$ cat src/rtl/uart_tx_fifo_ctrl_if.sv
// Host write channel and transmitter hand-off signals of the UART TX buffer.
// The master side drives host data and the transmitter's tx_done; the slave side is the buffer.
interface uart_tx_fifo_ctrl_if #(
    parameter int D_W    = 8,
    parameter int ADDR_W = 4
);
    logic [D_W-1:0]  wr_data;
    logic            wr_valid;
    logic            wr_ready;
    logic [D_W-1:0]  input_data;
    logic            tx_start;
    logic            tx_done;
    logic [ADDR_W:0] fifo_count;
    logic            fifo_empty;
    logic            fifo_full;
    logic            busy;

    modport master (
        output wr_data, wr_valid, tx_done,
        input  wr_ready, input_data, tx_start, fifo_count, fifo_empty, fifo_full, busy
    );

    modport slave (
        input  wr_data, wr_valid, tx_done,
        output wr_ready, input_data, tx_start, fifo_count, fifo_empty, fifo_full, busy
    );
endinterface

$ cat src/rtl/uart_tx_fifo_ctrl.sv
// DEPTH-entry TX byte FIFO feeding a UART transmitter: pop-to-tx_start is one cycle, write-to-tx_start two.
// Host is backpressured with wr_ready = ~fifo_full; the transmitter paces pops via tx_done.
module uart_tx_fifo_ctrl #(
    parameter int D_W    = 8,
    parameter int DEPTH  = 16,
    parameter int ADDR_W = 4
) (
    input  logic               clk,
    input  logic               rst,
    uart_tx_fifo_ctrl_if.slave bus
);
    localparam logic [1:0] IDLE  = 2'd0;
    localparam logic [1:0] START = 2'd1;
    localparam logic [1:0] WAIT  = 2'd2;

    localparam logic [ADDR_W:0]   FULL_CNT = (ADDR_W+1)'(DEPTH);
    localparam logic [ADDR_W:0]   CNT_ONE  = (ADDR_W+1)'(1);
    localparam logic [ADDR_W-1:0] PTR_ONE  = ADDR_W'(1);

    logic [D_W-1:0]    mem_q [DEPTH];
    logic [ADDR_W-1:0] wr_ptr_q, wr_ptr_d;
    logic [ADDR_W-1:0] rd_ptr_q, rd_ptr_d;
    logic [ADDR_W:0]   count_q, count_d;
    logic [1:0]        state_q, state_d;
    logic              tx_start_q, tx_start_d;
    logic [D_W-1:0]    data_q, data_d;
    logic              empty, full, wr_en, pop;

    assign empty = (count_q == '0);
    assign full  = (count_q == FULL_CNT);
    assign wr_en = bus.wr_valid & ~full;
    // Pop only from IDLE and only on registered count, so a byte written this edge is never fallen through.
    assign pop   = (state_q == IDLE) & ~empty;

    always_ff @(posedge clk) begin
        if (wr_en) begin
            mem_q[wr_ptr_q] <= bus.wr_data;
        end
    end

    always_comb begin
        wr_ptr_d = wr_ptr_q;
        if (wr_en) begin
            wr_ptr_d = wr_ptr_q + PTR_ONE;
        end
        count_d = count_q;
        case ({wr_en, pop})
            2'b10:   count_d = count_q + CNT_ONE;
            2'b01:   count_d = count_q - CNT_ONE;
            default: count_d = count_q;
        endcase
    end

    always_comb begin
        state_d    = state_q;
        tx_start_d = 1'b0;
        data_d     = data_q;
        rd_ptr_d   = rd_ptr_q;
        case (state_q)
            IDLE: begin
                if (pop) begin
                    data_d     = mem_q[rd_ptr_q];
                    rd_ptr_d   = rd_ptr_q + PTR_ONE;
                    tx_start_d = 1'b1;
                    state_d    = START;
                end
            end
            START: begin
                state_d = WAIT;
            end
            WAIT: begin
                if (bus.tx_done) begin
                    state_d = IDLE;
                end
            end
            default: begin
                state_d = IDLE;
            end
        endcase
    end

    always_ff @(posedge clk) begin
        if (rst) begin
            wr_ptr_q   <= '0;
            rd_ptr_q   <= '0;
            count_q    <= '0;
            state_q    <= IDLE;
            tx_start_q <= 1'b0;
            data_q     <= '0;
        end else begin
            wr_ptr_q   <= wr_ptr_d;
            rd_ptr_q   <= rd_ptr_d;
            count_q    <= count_d;
            state_q    <= state_d;
            tx_start_q <= tx_start_d;
            data_q     <= data_d;
        end
    end

    assign bus.wr_ready   = ~full;
    assign bus.input_data = data_q;
    assign bus.tx_start   = tx_start_q;
    assign bus.fifo_count = count_q;
    assign bus.fifo_empty = empty;
    assign bus.fifo_full  = full;
    assign bus.busy       = (state_q != IDLE);
endmodule

$ cat src/flat_wrapper.sv
// flat-port wrapper written by rule: the top's interface ports become plain ports
module uart_tx_fifo_ctrl_flat 
#(
    parameter int D_W    = 8,
    parameter int DEPTH  = 16,
    parameter int ADDR_W = 4
)
  (clk, rst, bus_wr_data, bus_wr_valid, bus_tx_done, bus_wr_ready, bus_input_data, bus_tx_start, bus_fifo_count, bus_fifo_empty, bus_fifo_full, bus_busy);
  uart_tx_fifo_ctrl_if #(.D_W(D_W), .ADDR_W(ADDR_W)) bus_i ();
  input  logic clk;
  input  logic rst;
  input wire logic [$bits(bus_i.wr_data)-1:0] bus_wr_data;
  input wire logic [$bits(bus_i.wr_valid)-1:0] bus_wr_valid;
  input wire logic [$bits(bus_i.tx_done)-1:0] bus_tx_done;
  output wire logic [$bits(bus_i.wr_ready)-1:0] bus_wr_ready;
  output wire logic [$bits(bus_i.input_data)-1:0] bus_input_data;
  output wire logic [$bits(bus_i.tx_start)-1:0] bus_tx_start;
  output wire logic [$bits(bus_i.fifo_count)-1:0] bus_fifo_count;
  output wire logic [$bits(bus_i.fifo_empty)-1:0] bus_fifo_empty;
  output wire logic [$bits(bus_i.fifo_full)-1:0] bus_fifo_full;
  output wire logic [$bits(bus_i.busy)-1:0] bus_busy;
  assign bus_i.wr_data = bus_wr_data;
  assign bus_i.wr_valid = bus_wr_valid;
  assign bus_i.tx_done = bus_tx_done;
  assign bus_wr_ready = bus_i.wr_ready;
  assign bus_input_data = bus_i.input_data;
  assign bus_tx_start = bus_i.tx_start;
  assign bus_fifo_count = bus_i.fifo_count;
  assign bus_fifo_empty = bus_i.fifo_empty;
  assign bus_fifo_full = bus_i.fifo_full;
  assign bus_busy = bus_i.busy;
  uart_tx_fifo_ctrl #(.D_W(D_W), .DEPTH(DEPTH), .ADDR_W(ADDR_W)) u_core (.clk(clk), .rst(rst), .bus(bus_i));
endmodule
$ cat config.mk
export PLATFORM = sky130hd
export DESIGN_NAME = uart_tx_fifo_ctrl_flat
export DESIGN_NICKNAME = d
export VERILOG_FILES = /design/src/rtl/uart_tx_fifo_ctrl_if.sv /design/src/rtl/uart_tx_fifo_ctrl.sv /design/src/flat_wrapper.sv
export SDC_FILE = /design/constraint.sdc
export NUM_CORES = 1
export LEC_CHECK = 0
export CAP_MARGIN = 30
export CELL_PAD_IN_SITES_DETAIL_PLACEMENT = 2
export CELL_PAD_IN_SITES_GLOBAL_PLACEMENT = 2
export CORE_MARGIN = 8
export CORE_UTILIZATION = 30
export DETAILED_ROUTE_END_ITERATION = 10
export PLACE_DENSITY = 0.53
export SLEW_MARGIN = 30
export SYNTH_ARGS = -nofsm -noshare
export SYNTH_HDL_FRONTEND = slang
export SYNTH_SLANG_ARGS = --single-unit
$ cat constraint.sdc
create_clock -name clk -period 5.95 [get_ports clk]
set_input_delay 1.4875 -clock clk [delete_from_list [all_inputs] [get_ports clk]]
set_output_delay 1.4875 -clock clk [all_outputs]
set_load 0.03 [all_outputs]
==> metrics, run 1 <==
Yosys reg bits=between 150 and 200; outcome=finished, final reports clean; DRC Markers=0; drt pass-1 iters=4; Crit path max-delay family=compound AO/OA/AOI/OAI gates; Hold Path Depth=2; Flop pwr share=0.419; Buf+Inv Stages, Crit Path=2; WHS Endpoint=u_core.bus.input_data[0]; Slew @ Worst Pin=around 0.87 ns; crit-path most repeated cell=ha_1; Initial DRC Count=between 150 and 200; dpl ws=~1.7 ns; CP peak stage delay=~0.45 ns; final worst-path cycle share=0.635; row cnt=52; Power Density=about 430 mW/mm^2; YS warnings=0; Clk pwr share=0.356; CTS Sinks=approximately 150; DP Wirelength=about 10 mm; Core Footprint=0.0201 mm^2; # IOs=30; startpoint types=primary input; r2r endpoint=u_core.bus.fifo_count[4]; Worst Path Required=around 6.3 ns; WS Path Type=in2reg; antenna violations before repair=0; Worst Path Arrival=4.09 ns; Worst Reg2Reg Path Length in Cells=10; Die X=159 um; Fin. Hold Viols=0; Vias=roughly 3.4k; headroom to the max-slew limit=0.416; HP Start=u_core.bus.input_data[0]; Area contributors post-synth=edfxtp_1 (63%), mux2i_1 (11%), dfxtp_1 (7.9%); Cell Count, Final, Fillers Out=710; clk buf depth=2; IO Port Bufs=29; Mapped Area=roughly 0.0061 mm^2; final wirelength=~15 mm; Nets=approximately 450; Worst VDD drop=roughly 190 uV; Critical Path, Cell by Cell=clkdlybuf4s50_1 -> a21boi_2 -> inv_2 -> ha_1 -> ha_1 -> nor2b_1 -> o21ai_1 -> a21oi_1 -> or3b_1 -> mux2_1; worst clock skew=0.0108 ns; Syn Nets=420; largest net degree at the start of global routing=43; net switching power=between 0.9 and 1 mW; htree depth=4; commonest non-fill, non-tap cell in the layout=edfxtp_1; PostCTS Resize Cnt=0; max-slew violation count=0; worst-path fanout max=9; Leakage=between 2 and 2.5 nW; Placed Cells=around 680; Worst path depth=10; # Max-Cap Violations=0; vias in the first global route=roughly 3.7k; RSZ-0062 raised after global routing=no; TritonCTS clock tree=built; root buffer cell=clkbuf_16; cts hold-fix bufs=0; layout cell share with drive strength beyond 1=0.0909; most frequent cells in the layout=edfxtp_1 (128), mux2i_1 (67), nor2_1 (39); Initial Util=0.304; Period minus WS final=around 3.8 ns; post-synthesis cell type count=36; Antenna Cells=0; DR vias/cell=roughly 4.7; CTS clk-pin slew, worst paths=0.06 ns; final estimated routing congestion in global placement=~0.68; R2R setup slack=between 2 and 3 ns; post-route ant nets=0; Synth Instances=398; switching part of the total power=0.293; total global-route track usage=0.131; hold_ws=0.506 ns; worst skew pair latency=about 0.42 ns; Achievable Freq=0.265 GHz; cts bufs inserted=17; final worst slack=about 2.2 ns; remaining global-route overflow=0; routed length per instance=~21 um; endpoints failing setup=0; die area=between 0.02 and 0.03 mm^2; Slowest-stage cell, CP=clkdlybuf4s50_1; total negative slack=0 ns; area delta synth->final=18.5%; Hold Path Class=reg2reg; internal power=~2.2 mW; sequential element share of the synthesized area=0.709; Reg-to-Reg Start=u_core.state_q[1]; area leader, netlist=edfxtp_1; CP Capture Type=flip-flop; Syn Area/Cell=about 15 um^2; combinational share of power=0.224; DIE HEIGHT=between 150 and 200 um; first-pass GRT wire length=about 23 mm; postcts setup bufs=0; Yosys top cell area share=0.630
-- synthesized netlist by cell type --
master    number
a211oi_1       8
a21boi_2       1
a21o_1         1
a21oi_1        6
and2_1         1
buf_2          9
buf_4          4
buf_6          4
clkbuf_1       4
dfxtp_1       24
edfxtp_1     128
fa_1           1
ha_1           9
inv_1          8
inv_2          1
mux2_1         1
mux2i_1       67
nand2_1        8
nand2_2        1
nand2b_1       2
nand3_1        2
nand3b_1       3
nand4_1        2
nor2_1        40
nor2b_1        2
nor3_1         7
nor4_1         8
nor4_4         1
o21ai_1        1
o22ai_1       31
o22ai_2        1
or2_1          1
or3_4          1
or3b_1         2
xnor2_1        3
xor2_1         5
-- power by group through the flow --
stage	registers [mW]	logic, mW	clock network, mW
floorplan	1.34	0.409	0
global placement	1.31	0.688	0
detailed placement	1.32	0.704	0
CTS	1.29	0.707	1.13
global route	1.30	0.753	1.18
finish	1.29	0.691	1.10
-- layer usage --
layer | vias to the layer above | GRT usage | share of wire
met4 | 0 | 0.0498 | 0.015
met3 | 16 | 0.0271 | 0.018
li1 | 1579 | - | -
met5 | - | 0 | 0
met1 | 1741 | 0.165 | 0.46
met2 | 31 | 0.217 | 0.50
-- registers in the layout, indices dropped and copies added (netlist names) --
register and count:
u_core.mem_q 128, u_core.bus.input_data 8, u_core.bus.tx_start 1, u_core.wr_ptr_q 4
u_core.bus.fifo_count 5, u_core.rd_ptr_q 4, u_core.state_q 2
-- cells by family (layout without fill, tap and decap cells) --
kind of cell / after synthesis / after routing / synth area share
DFF: 152 / 152 / 0.709
and+or+nand+nor: 81 / 81 / 0.0662
muxes: 68 / 68 / 0.112
AOI/OAI and AO/OA: 49 / 49 / 0.0525
buffers and inverters: 30 / 72 / 0.0277
adders and majority gates: 10 / 10 / 0.0217
xor gates and xnor gates: 8 / 8 / 0.0115
-- worst reg2reg max path, cell delays in order (launching register included) --
cell     delay, ns
dfxtp_1       0.32
or2_1         0.31
a21oi_4       0.50
ha_1          0.34
inv_1         0.12
fa_1          0.39
nor2b_1       0.17
o21ai_1       0.10
nand3_1       0.08
or3b_1        0.35
mux2_1        0.31
-- layout make-up --
cell class,count,area (um^2)
clock buffers,21,440
clock inverters,11,154
fillers,2021,12900
inverters,9,33.8
multi-input cells,216,1640
flip-flops and latches,152,4330
well taps,270,338
repair buffers,31,300
-- worst max path at each step --
stage / from / endpoint
finish: bus_wr_valid / u_core.bus.fifo_count[4]
global route: bus_wr_valid / u_core.bus.fifo_count[4]
CTS: bus_wr_valid / u_core.bus.fifo_count[4]
detailed placement: bus_wr_valid / u_core.bus.fifo_count[4]
global placement: bus_wr_valid / u_core.bus.fifo_count[4]
floorplan: bus_wr_valid / u_core.bus.fifo_count[4]
-- through the flow --
stage | power, mW | cell area [um^2] | util
after floorplan | 1.75 | 6100 | -
after global placement | 2.00 | 6620 | 0.329
after detailed placement | 2.02 | 6630 | 0.330
after CTS | 3.13 | 7220 | 0.359
after global routing | 3.23 | 7230 | 0.360
final | 3.08 | 7230 | 0.360
No activity file was read; power rests on OpenSTA's default activity.
==> inputs of run 2 (changes only) <==
clock period = 3.8 ns   (was 5.95 ns; I/O delays follow)
==> run 2 against run 1 <==
Effect of this change: non-clock buffer count is 16 higher; clock power grew 52%; power grew 55%; final cell count rose by 2.3%; clock skew is 0.0029 ns lower.
==> metrics, run 2 (synthesized netlist as in run 1, its figures left out) <==
Worst VDD drop=306 uV (+62%); Cell Count, Final, Fillers Out=726 (+2.3%); total negative slack=0 ns (unchanged); cts hold-fix bufs=0 (unchanged); cts bufs inserted=17 (unchanged); antenna violations before repair=0 (unchanged); area delta synth->final=20.3%; DIE HEIGHT=159 um (unchanged); Hold Path Class=reg2reg; Period minus WS final=about 3.4 ns; Achievable Freq=0.298 GHz; Hold Path Depth=2 (unchanged); Vias=3399 (+0.95%); Clk pwr share=0.350 (-0.006); row cnt=52 (unchanged); TritonCTS clock tree=built; Leakage=2.31 nW (+3.4%); total global-route track usage=0.131 (-0.000258); die area=0.0252 mm^2 (unchanged); Core Footprint=0.0201 mm^2 (unchanged); Reg-to-Reg Start=u_core.state_q[1]; Slew @ Worst Pin=0.927 ns (+0.0539 ns); remaining global-route overflow=0 (unchanged); Flop pwr share=0.422 (+0.003); worst-path fanout max=21 (+12); startpoint types=flip-flop; DRC Markers=0 (unchanged); total power=4.78 mW (+55%); final wirelength=15.5 mm (+1.5%); worst skew pair latency=0.42 ns (about the same); endpoints failing setup=0 (unchanged); WHS Endpoint=u_core.bus.input_data[2]; clk buf depth=2 (unchanged); R2R setup slack=0.45 ns (-2.41 ns); layout cell share with drive strength beyond 1=0.123 (+0.0319); max reg flops=128 (unchanged); RSZ-0062 raised after global routing=no; combinational share of power=0.228 (+0.004); Worst Path Arrival=3.66 ns (-0.43 ns); r2r endpoint=u_core.bus.fifo_count[4]; first-pass GRT wire length=23.0 mm (-1.9%); drt pass-1 iters=4 (unchanged); CTS Sinks=152 (unchanged); Fin. Hold Viols=0 (unchanged); postcts setup bufs=0 (unchanged); Nets=465 (+3.6%); CTS clk-pin slew, worst paths=0.06 ns (about the same); CP Capture Type=flip-flop; DR vias/cell=4.68 (-1.3%); largest net degree at the start of global routing=33 (-23%); vias in the first global route=3716 (-0.32%); post-route ant nets=0 (unchanged); internal power=3.35 mW (+54%); # Max-Cap Violations=0 (unchanged); Initial Util=0.304 (unchanged); worst clock skew=0.00792 ns (-0.00287 ns); outcome=finished, final reports clean; Worst Reg2Reg Path Length in Cells=10 (unchanged); most frequent cells in the layout=edfxtp_1 (128), mux2i_1 (67), nor2_1 (40); routed length per instance=21.3 um (-0.78%); PostCTS Resize Cnt=0 (unchanged); htree depth=4 (unchanged); Reg with most FFs=u_core.mem_q; DP Wirelength=10.4 mm (-0.17%); switching part of the total power=0.300 (+0.00650); Placed Cells=694 (+2.4%); headroom to the max-slew limit=0.382 (-0.0338); commonest non-fill, non-tap cell in the layout=edfxtp_1; Antenna Cells=0 (unchanged); Initial DRC Count=126 (-24%); # IOs=30 (unchanged); IO Port Bufs=29 (unchanged); WS Path Type=reg2reg; Die X=159 um (unchanged); max-slew violation count=0 (unchanged); Power Density=651 mW/mm^2 (+53%); HP Start=u_core.bus.input_data[2]; net switching power=1.43 mW (+59%); Worst Path Required=4.11 ns (-2.15 ns); final worst-path cycle share=0.883; root buffer cell=clkbuf_16; final estimated routing congestion in global placement=0.738 (+9.2%)
==> run 2: cell count changes in the layout (fill, tap and decap cells not counted), sizes merged <==
cell and change:
buf +15, inv +3, bufinv -2, clkinv -2
clkdlybuf4s50 +1, clkinvlp +1
==> run 2: per-layer routing <==
layer | global-route usage | wire length, um | vias up
li1 | - | - | 1599
met1 | 0.159 | 6990 | 1747
met2 | 0.222 | 7930 | 36
met3 | 0.0277 | 352 | 17
met4 | 0.0525 | 209 | 0
met5 | 0 | 0 | -
==> run 2: worst max path at each step <==
stage / start / to / slack [ns] / depth (start not counted)
final: u_core.state_q[1] / u_core.bus.fifo_count[4] / 0.45 / 10
after floorplan: bus_wr_valid / u_core.bus.fifo_count[4] / 0.86 / 9
after detailed placement: bus_wr_valid / u_core.bus.fifo_count[4] / 0.28 / 11
after global placement: bus_wr_valid / u_core.bus.fifo_count[4] / 0.42 / 11
after CTS: u_core.state_q[1] / u_core.bus.fifo_count[4] / 0.40 / 10
after global routing: u_core.bus.fifo_count[0] / u_core.bus.fifo_count[4] / 0.20 / 10
==> run 2: cell type report <==
type | count | area (um^2)
fillers | 2015 | 12800
repair buffers | 47 | 438
multi-input cells | 216 | 1610
clock buffers | 21 | 472
inverters | 9 | 33.8
clock inverters | 11 | 118
flip-flops and latches | 152 | 4330
well taps | 270 | 338
==> run 2: power by group through the flow <==
stage          registers (mW)  logic, mW  clock network [mW]
3_3_place_gp             2.05       1.09                   0
3_5_place_dp             2.05       1.12                   0
5_1_grt                  2.03       1.19                1.78
4_1_cts                  2.02       1.13                1.72
6_report                 2.02       1.09                1.67
2_1_floorplan            2.10      0.640                   0
==> run 2: metrics by stage <==
stage / setup slack [ns] / area, um^2 / hold WS (ns) / util
final: 0.445 / 7340 / 0.509 / 0.365
after global routing: 0.199 / 7340 / 0.527 / 0.365
after CTS: 0.402 / 7340 / 0.514 / 0.365
after detailed placement: 0.285 / 6750 / 0.503 / 0.336
after global placement: 0.419 / 6750 / 0.493 / 0.336
after floorplan: 0.861 / 6100 / 0.476 / -
==> run 2: critical path, cell delays in order (launching register included) <==
cell and delay, ns:
dfxtp_1 0.32, or2_1 0.28, a21oi_2 0.69, ha_1 0.38
inv_1 0.12, fa_1 0.39, nor2b_1 0.19, o21ai_1 0.11
nand3_1 0.09, or3b_1 0.35, mux2_1 0.31
